<file path="src/rtl/mac_dot_sched.sv">
// Dot-product sequencer: fetches N operand pairs from the activation and weight SRAMs,
// streams them through a shared MAC and returns the accumulated sum on a valid/ready port.
module mac_dot_sched #(
    parameter int unsigned DATA_W = 16,
    parameter int unsigned ACC_W  = 32,
    parameter int unsigned ADDR_W = 10,
    parameter int unsigned LEN_W  = 10
) (
    input  logic              clk,
    input  logic              reset,

    input  logic              cmd_valid_i,
    output logic              cmd_ready_o,
    input  logic [ADDR_W-1:0] cmd_in_base_i,
    input  logic [ADDR_W-1:0] cmd_w_base_i,
    input  logic [LEN_W-1:0]  cmd_len_i,

    output logic              in_rd_en_o,
    output logic [ADDR_W-1:0] in_rd_addr_o,
    input  logic [DATA_W-1:0] in_rd_data_i,
    output logic              w_rd_en_o,
    output logic [ADDR_W-1:0] w_rd_addr_o,
    input  logic [DATA_W-1:0] w_rd_data_i,

    output logic              mac_clr_o,
    output logic              mac_en_o,
    output logic [DATA_W-1:0] mac_a_o,
    output logic [DATA_W-1:0] mac_b_o,
    input  logic [ACC_W-1:0]  mac_acc_i,

    output logic              res_valid_o,
    input  logic              res_ready_i,
    output logic [ACC_W-1:0]  res_data_o,
    output logic              busy_o
);

    typedef enum logic [2:0] {
        StIdle,
        StFetch,
        StDrain,
        StCapture,
        StResult
    } state_e;

    state_e              state_q, state_d;
    logic [ADDR_W-1:0]   in_base_q, in_base_d;
    logic [ADDR_W-1:0]   w_base_q, w_base_d;
    logic [LEN_W-1:0]    len_q, len_d;
    logic [LEN_W-1:0]    cnt_q, cnt_d;
    logic [ACC_W-1:0]    res_data_q, res_data_d;
    logic                mac_en_q;
    logic                fetch;

    // State register; all strobes derive from these, so reset clears them asynchronously.
    always_ff @(posedge clk or posedge reset) begin
        if (reset) begin
            state_q    <= StIdle;
            in_base_q  <= '0;
            w_base_q   <= '0;
            len_q      <= '0;
            cnt_q      <= '0;
            res_data_q <= '0;
            mac_en_q   <= 1'b0;
        end else begin
            state_q    <= state_d;
            in_base_q  <= in_base_d;
            w_base_q   <= w_base_d;
            len_q      <= len_d;
            cnt_q      <= cnt_d;
            res_data_q <= res_data_d;
            mac_en_q   <= fetch;
        end
    end

    always_comb begin
        state_d    = state_q;
        in_base_d  = in_base_q;
        w_base_d   = w_base_q;
        len_d      = len_q;
        cnt_d      = cnt_q;
        res_data_d = res_data_q;
        unique case (state_q)
            StIdle: begin
                if (cmd_valid_i) begin
                    in_base_d = cmd_in_base_i;
                    w_base_d  = cmd_w_base_i;
                    len_d     = cmd_len_i;
                    cnt_d     = '0;
                    if (cmd_len_i == '0) begin
                        res_data_d = '0;
                        state_d    = StResult;
                    end else begin
                        state_d = StFetch;
                    end
                end
            end
            StFetch: begin
                cnt_d = cnt_q + LEN_W'(1);
                if (cnt_q == len_q - LEN_W'(1)) begin
                    state_d = StDrain;
                end
            end
            StDrain: begin
                state_d = StCapture;
            end
            StCapture: begin
                // Last product was accumulated at the end of DRAIN; mac_acc is now final.
                res_data_d = mac_acc_i;
                state_d    = StResult;
            end
            StResult: begin
                if (res_ready_i) begin
                    state_d = StIdle;
                end
            end
            default: begin
                state_d = StIdle;
            end
        endcase
    end

    always_comb begin
        fetch        = (state_q == StFetch);
        cmd_ready_o  = (state_q == StIdle);
        busy_o       = (state_q != StIdle);
        in_rd_en_o   = fetch;
        w_rd_en_o    = fetch;
        in_rd_addr_o = '0;
        w_rd_addr_o  = '0;
        if (fetch) begin
            in_rd_addr_o = in_base_q + ADDR_W'(cnt_q);
            w_rd_addr_o  = w_base_q + ADDR_W'(cnt_q);
        end
        mac_clr_o   = fetch && (cnt_q == '0);
        mac_en_o    = mac_en_q;
        mac_a_o     = mac_en_q ? in_rd_data_i : '0;
        mac_b_o     = mac_en_q ? w_rd_data_i : '0;
        res_valid_o = (state_q == StResult);
        res_data_o  = res_data_q;
    end

endmodule

</file>
<file path="config.mk">
export PLATFORM = sky130hd
export DESIGN_NAME = mac_dot_sched
export DESIGN_NICKNAME = d
export VERILOG_FILES = /design/src/rtl/mac_dot_sched.sv
export SDC_FILE = /design/constraint.sdc
export NUM_CORES = 1
export LEC_CHECK = 0
export CAP_MARGIN = 20
export CORE_UTILIZATION = 40
export CTS_CLUSTER_DIAMETER = 150
export CTS_CLUSTER_SIZE = 24
export DETAILED_ROUTE_END_ITERATION = 6
export DONT_BUFFER_PORTS = 1
export MAX_ROUTING_LAYER = met4
export PLACE_DENSITY = 0.5
export SYNTH_ARGS = -nofsm -noshare
export SYNTH_HDL_FRONTEND = slang
export SYNTH_SLANG_ARGS = --single-unit
</file>
<file path="constraint.sdc">
create_clock -name clk -period 7.8 [get_ports clk]
set_input_delay 1.56 -clock clk [delete_from_list [all_inputs] [get_ports clk]]
set_output_delay 1.56 -clock clk [all_outputs]
set_load 0.005 [all_outputs]
</file>
==> results.py <==
metrics = {
    "synthesis": {
        "ys_async_sr_fraction_pct": 100,
        "synth_edf_count": 0,
        "ys.flop_type": "dfrtp_1",
        "yosysWarnings": 0,
        "synth_top_area_share_pct": 42.8,
        "synth_top_area_cell": "dfrtp_1",
        "synthDistinctLibCells": 53,
        "synthesis.area_mm2": 0.00445,
        "syn_area_per_cell_um2": 9.19,
        "synth_commonest_cells": "nand2_1 (108), dfrtp_1 (76), and2_1 (37), a22o_1 (32), ha_1 (21)",
        "synth_nets": 605,
        "syn_inst": 484,
        "ys_ff_latch": 76,
        "synth.most_common_cell": "nand2_1",
        "ys_seq_area_share_pct": 42.8,
        "synth.area.top_cells": "dfrtp_1 (43%), nand2_1 (9.1%), a22o_1 (6.3%)",
    },
    "timing": {
        "rsz0062_at_grt": "false",
        "max_freq_ghz": 0.245,
        "period_needed_ns": 4.08,
        "max-slew-margin-rel_pct": 36.6,
        "tns_ns": 0,
        "finClkSkew_ns": 0.0121,
        "setup_viol": 0,
        "finalWorstSetupSlack_ns": 3.72,
        "fin_crit_sh_pct": 52.3,
        "hold_viol_final": 0,
        "timing.hold.ws_ns": 0.500,
        "slew_viol_final": 0,
        "max_slew.worst_pin.slew_ns": 0.952,
    },
    "clock_tree": {
        "postCtsSetupRepairBufs": 0,
        "root_buffer": "clkbuf_8",
        "cts_hold_buf": 0,
        "cts_num_sinks": 76,
        "numCtsBuffers": 9,
        "tritoncts": "done",
        "cts_max_level": 3,
        "clockBufferDepth": 2,
        "cts_resized": 0,
        "clk_latency_ns": 0.36,
        "clk_pin_slew_worst_paths_ns": 0.08,
    },
    "placement": {
        "place_inst": 600,
        "io_buffer_count": 0,
        "dp_hpwl_um": 7780,
        "preCtsSetupSlack_ns": 4.11,
        "place_congestion": 0.818,
    },
    "run_status": {
        "status": "completed",
    },
    "route": {
        "post-route-drc-count": 0,
        "drtAntennaViolNets": 0,
        "vias": 3433,
        "finalWirelength_um": 10800,
        "routed_via_density": 5.56,
        "drt-wirelength-per-cell_um": 17.5,
        "firstDrtPassIters": 4,
        "drtIter0Drc": 138,
    },
    "power": {
        "leakagePower_nw": 2.32,
        "ir_drop_uv": 136,
        "power_density_mw_per_mm2": 415,
    },
    "die": {
        "die_y_um": 107,
        "initial_core_util_pct": 41.0,
        "core_area_mm2": 0.0108,
        "die_w_um": 107,
        "ios": 189,
        "die-area_mm2": 0.0115,
        "num_rows": 38,
    },
    "finish": {
        "n_antenna_cell": 0,
        "register_area_mm2": 0.00190,
        "n_fill_cell": 1078,
        "finalCoreUtilization_pct": 44.2,
        "layout.cells.non_filler": 617,
        "layout.nets": 593,
        "multi_input_area_mm2": 0.00238,
        "drive_above_1_share_pct": 6.08,
        "areaGrowthSynthToFinish_pct": 7.71,
    },
    "worst_setup_path": {
        "reg2reg_depth": 6,
        "path_cells": "ha_1, fa_1, a21oi_1, o21bai_1, a21o_1, a21oi_1, mux2i_1",
        "worst_ep_arrival_time_ns": 2.52,
        "slowest_stage": "dfrtp_1",
        "start_kind": "flip-flop",
        "r2r_slack_ns": 5.52,
        "worst-setup-path-type": "flip-flop to primary output",
        "max_stage_delay_ns": 0.50,
        "crit_path_max_fanout": 8,
        "crit_top_cell": "a21oi_1",
        "rr_endpoint": "res_data_o[26]",
        "critical_path_buf_inv_count": 0,
        "cp.required_ns": 6.24,
        "endpoint_kind": "primary output",
        "crit_family": "compound AO/OA/AOI/OAI gates",
        "r2r-start": "state_q[0]",
    },
    "grt": {
        "antenna_found_initial": 0,
        "grt_pass1_wl_um": 16800,
        "grt_remaining_overflow": 0,
        "grtUsageTotal_pct": 19.6,
        "grt_pass1_vias": 3293,
        "grt_max_degree": 77,
    },
    "worst_hold_path": {
        "hold_end": "in_base_q[4]",
        "hold_start": "in_base_q[4]",
        "hold_class": "flip-flop to flip-flop",
        "worstHoldPathCells": 2,
    },
    "run": {
        "cap_violations": 0,
    },
}
==> metal layers <==
layer / track usage, % / wire length (um) / vias up
met1: 25.6 / 4980 / 1647
met3: 4.90 / 675 / 11
li1: - / - / 1661
met4: 6.07 / 154 / 0
met2: 30.1 / 4960 / 114
met5: - / 0 / -
==> tightest hold or removal path: cells and delay by family, from the launching register on <==
family / cells / cell delay (ns)
DFF: 1 / 0.36
and+or+nand+nor: 2 / 0.11
==> registers in the layout, summed over array words and instances, names as in the netlist <==
name,count
res_data_o,32
cnt_q,10
in_base_q,10
len_q,10
w_base_q,10
state_q,3
mac_en_o,1
==> how the worst max path moves through the flow <==
stage,endpoint,depth (start not counted),from
floorplan,cnt_q[0],1,reset
global placement,in_rd_addr_o[6],7,cnt_q[0]
global route,in_rd_addr_o[6],7,cnt_q[0]
CTS,in_rd_addr_o[6],7,cnt_q[0]
finish,in_rd_addr_o[6],7,cnt_q[0]
detailed placement,in_rd_addr_o[6],7,cnt_q[0]
==> final cells by class <==
cell class / instances / area share (%)
clock inverter: 5 / 1.72
timing repair buffer: 5 / 1.36
tap: 140 / 3.66
sequential: 76 / 39.7
clock buffer: 11 / 2.95
multi-input combinational: 369 / 49.6
inverter: 11 / 0.967
==> placed cells by master, fill, tap and decap left out, types with 3 or more instances in the layout <==
cell type,n
nor3_1,6
ha_1,21
inv_1,9
nand2_1,108
buf_4,3
nand4_1,3
o21bai_1,4
nor4_1,9
nor2_1,13
o31ai_1,3
nand3_1,8
a21o_1,4
a31oi_1,7
or3_1,4
xor2_1,7
and2_1,37
dfrtp_1,76
a22o_1,32
o21ai_0,19
mux2i_1,9
nand2b_1,10
nor3b_1,3
clkbuf_8,10
a21oi_1,10
a211oi_1,4
xnor2_1,14
==> power by group <==
| part | internal [mW] | switching, mW | total, mW |
|---|---|---|---|
| clock network | 0.191 | 0.153 | 0.344 |
| logic | 0.396 | 0.505 | 0.901 |
| registers | 0.550 | 0.191 | 0.742 |
| total | 1.14 | 0.849 | 1.99 |
==> cell families after synthesis <==
logic type	after synthesis	synth area share (%)
DFF	76	42.8
buffers and inverters	39	3.83
AOI/OAI and AO/OA	96	15.4
xor gates and xnor gates	21	4.14
and+or+nand+nor	220	25.0
adders and majority gates	23	6.81
muxes	9	2.03
==> metrics by stage <==
stage                     cell area (um^2)  total power, mW
final                                 4790             1.99
after global placement                4520             1.64
after CTS                             4760             2.01
after global routing                  4790             2.16
after floorplan                       4450             1.44
after detailed placement              4540             1.65
Note: power is estimated with default switching activity, not from simulation.
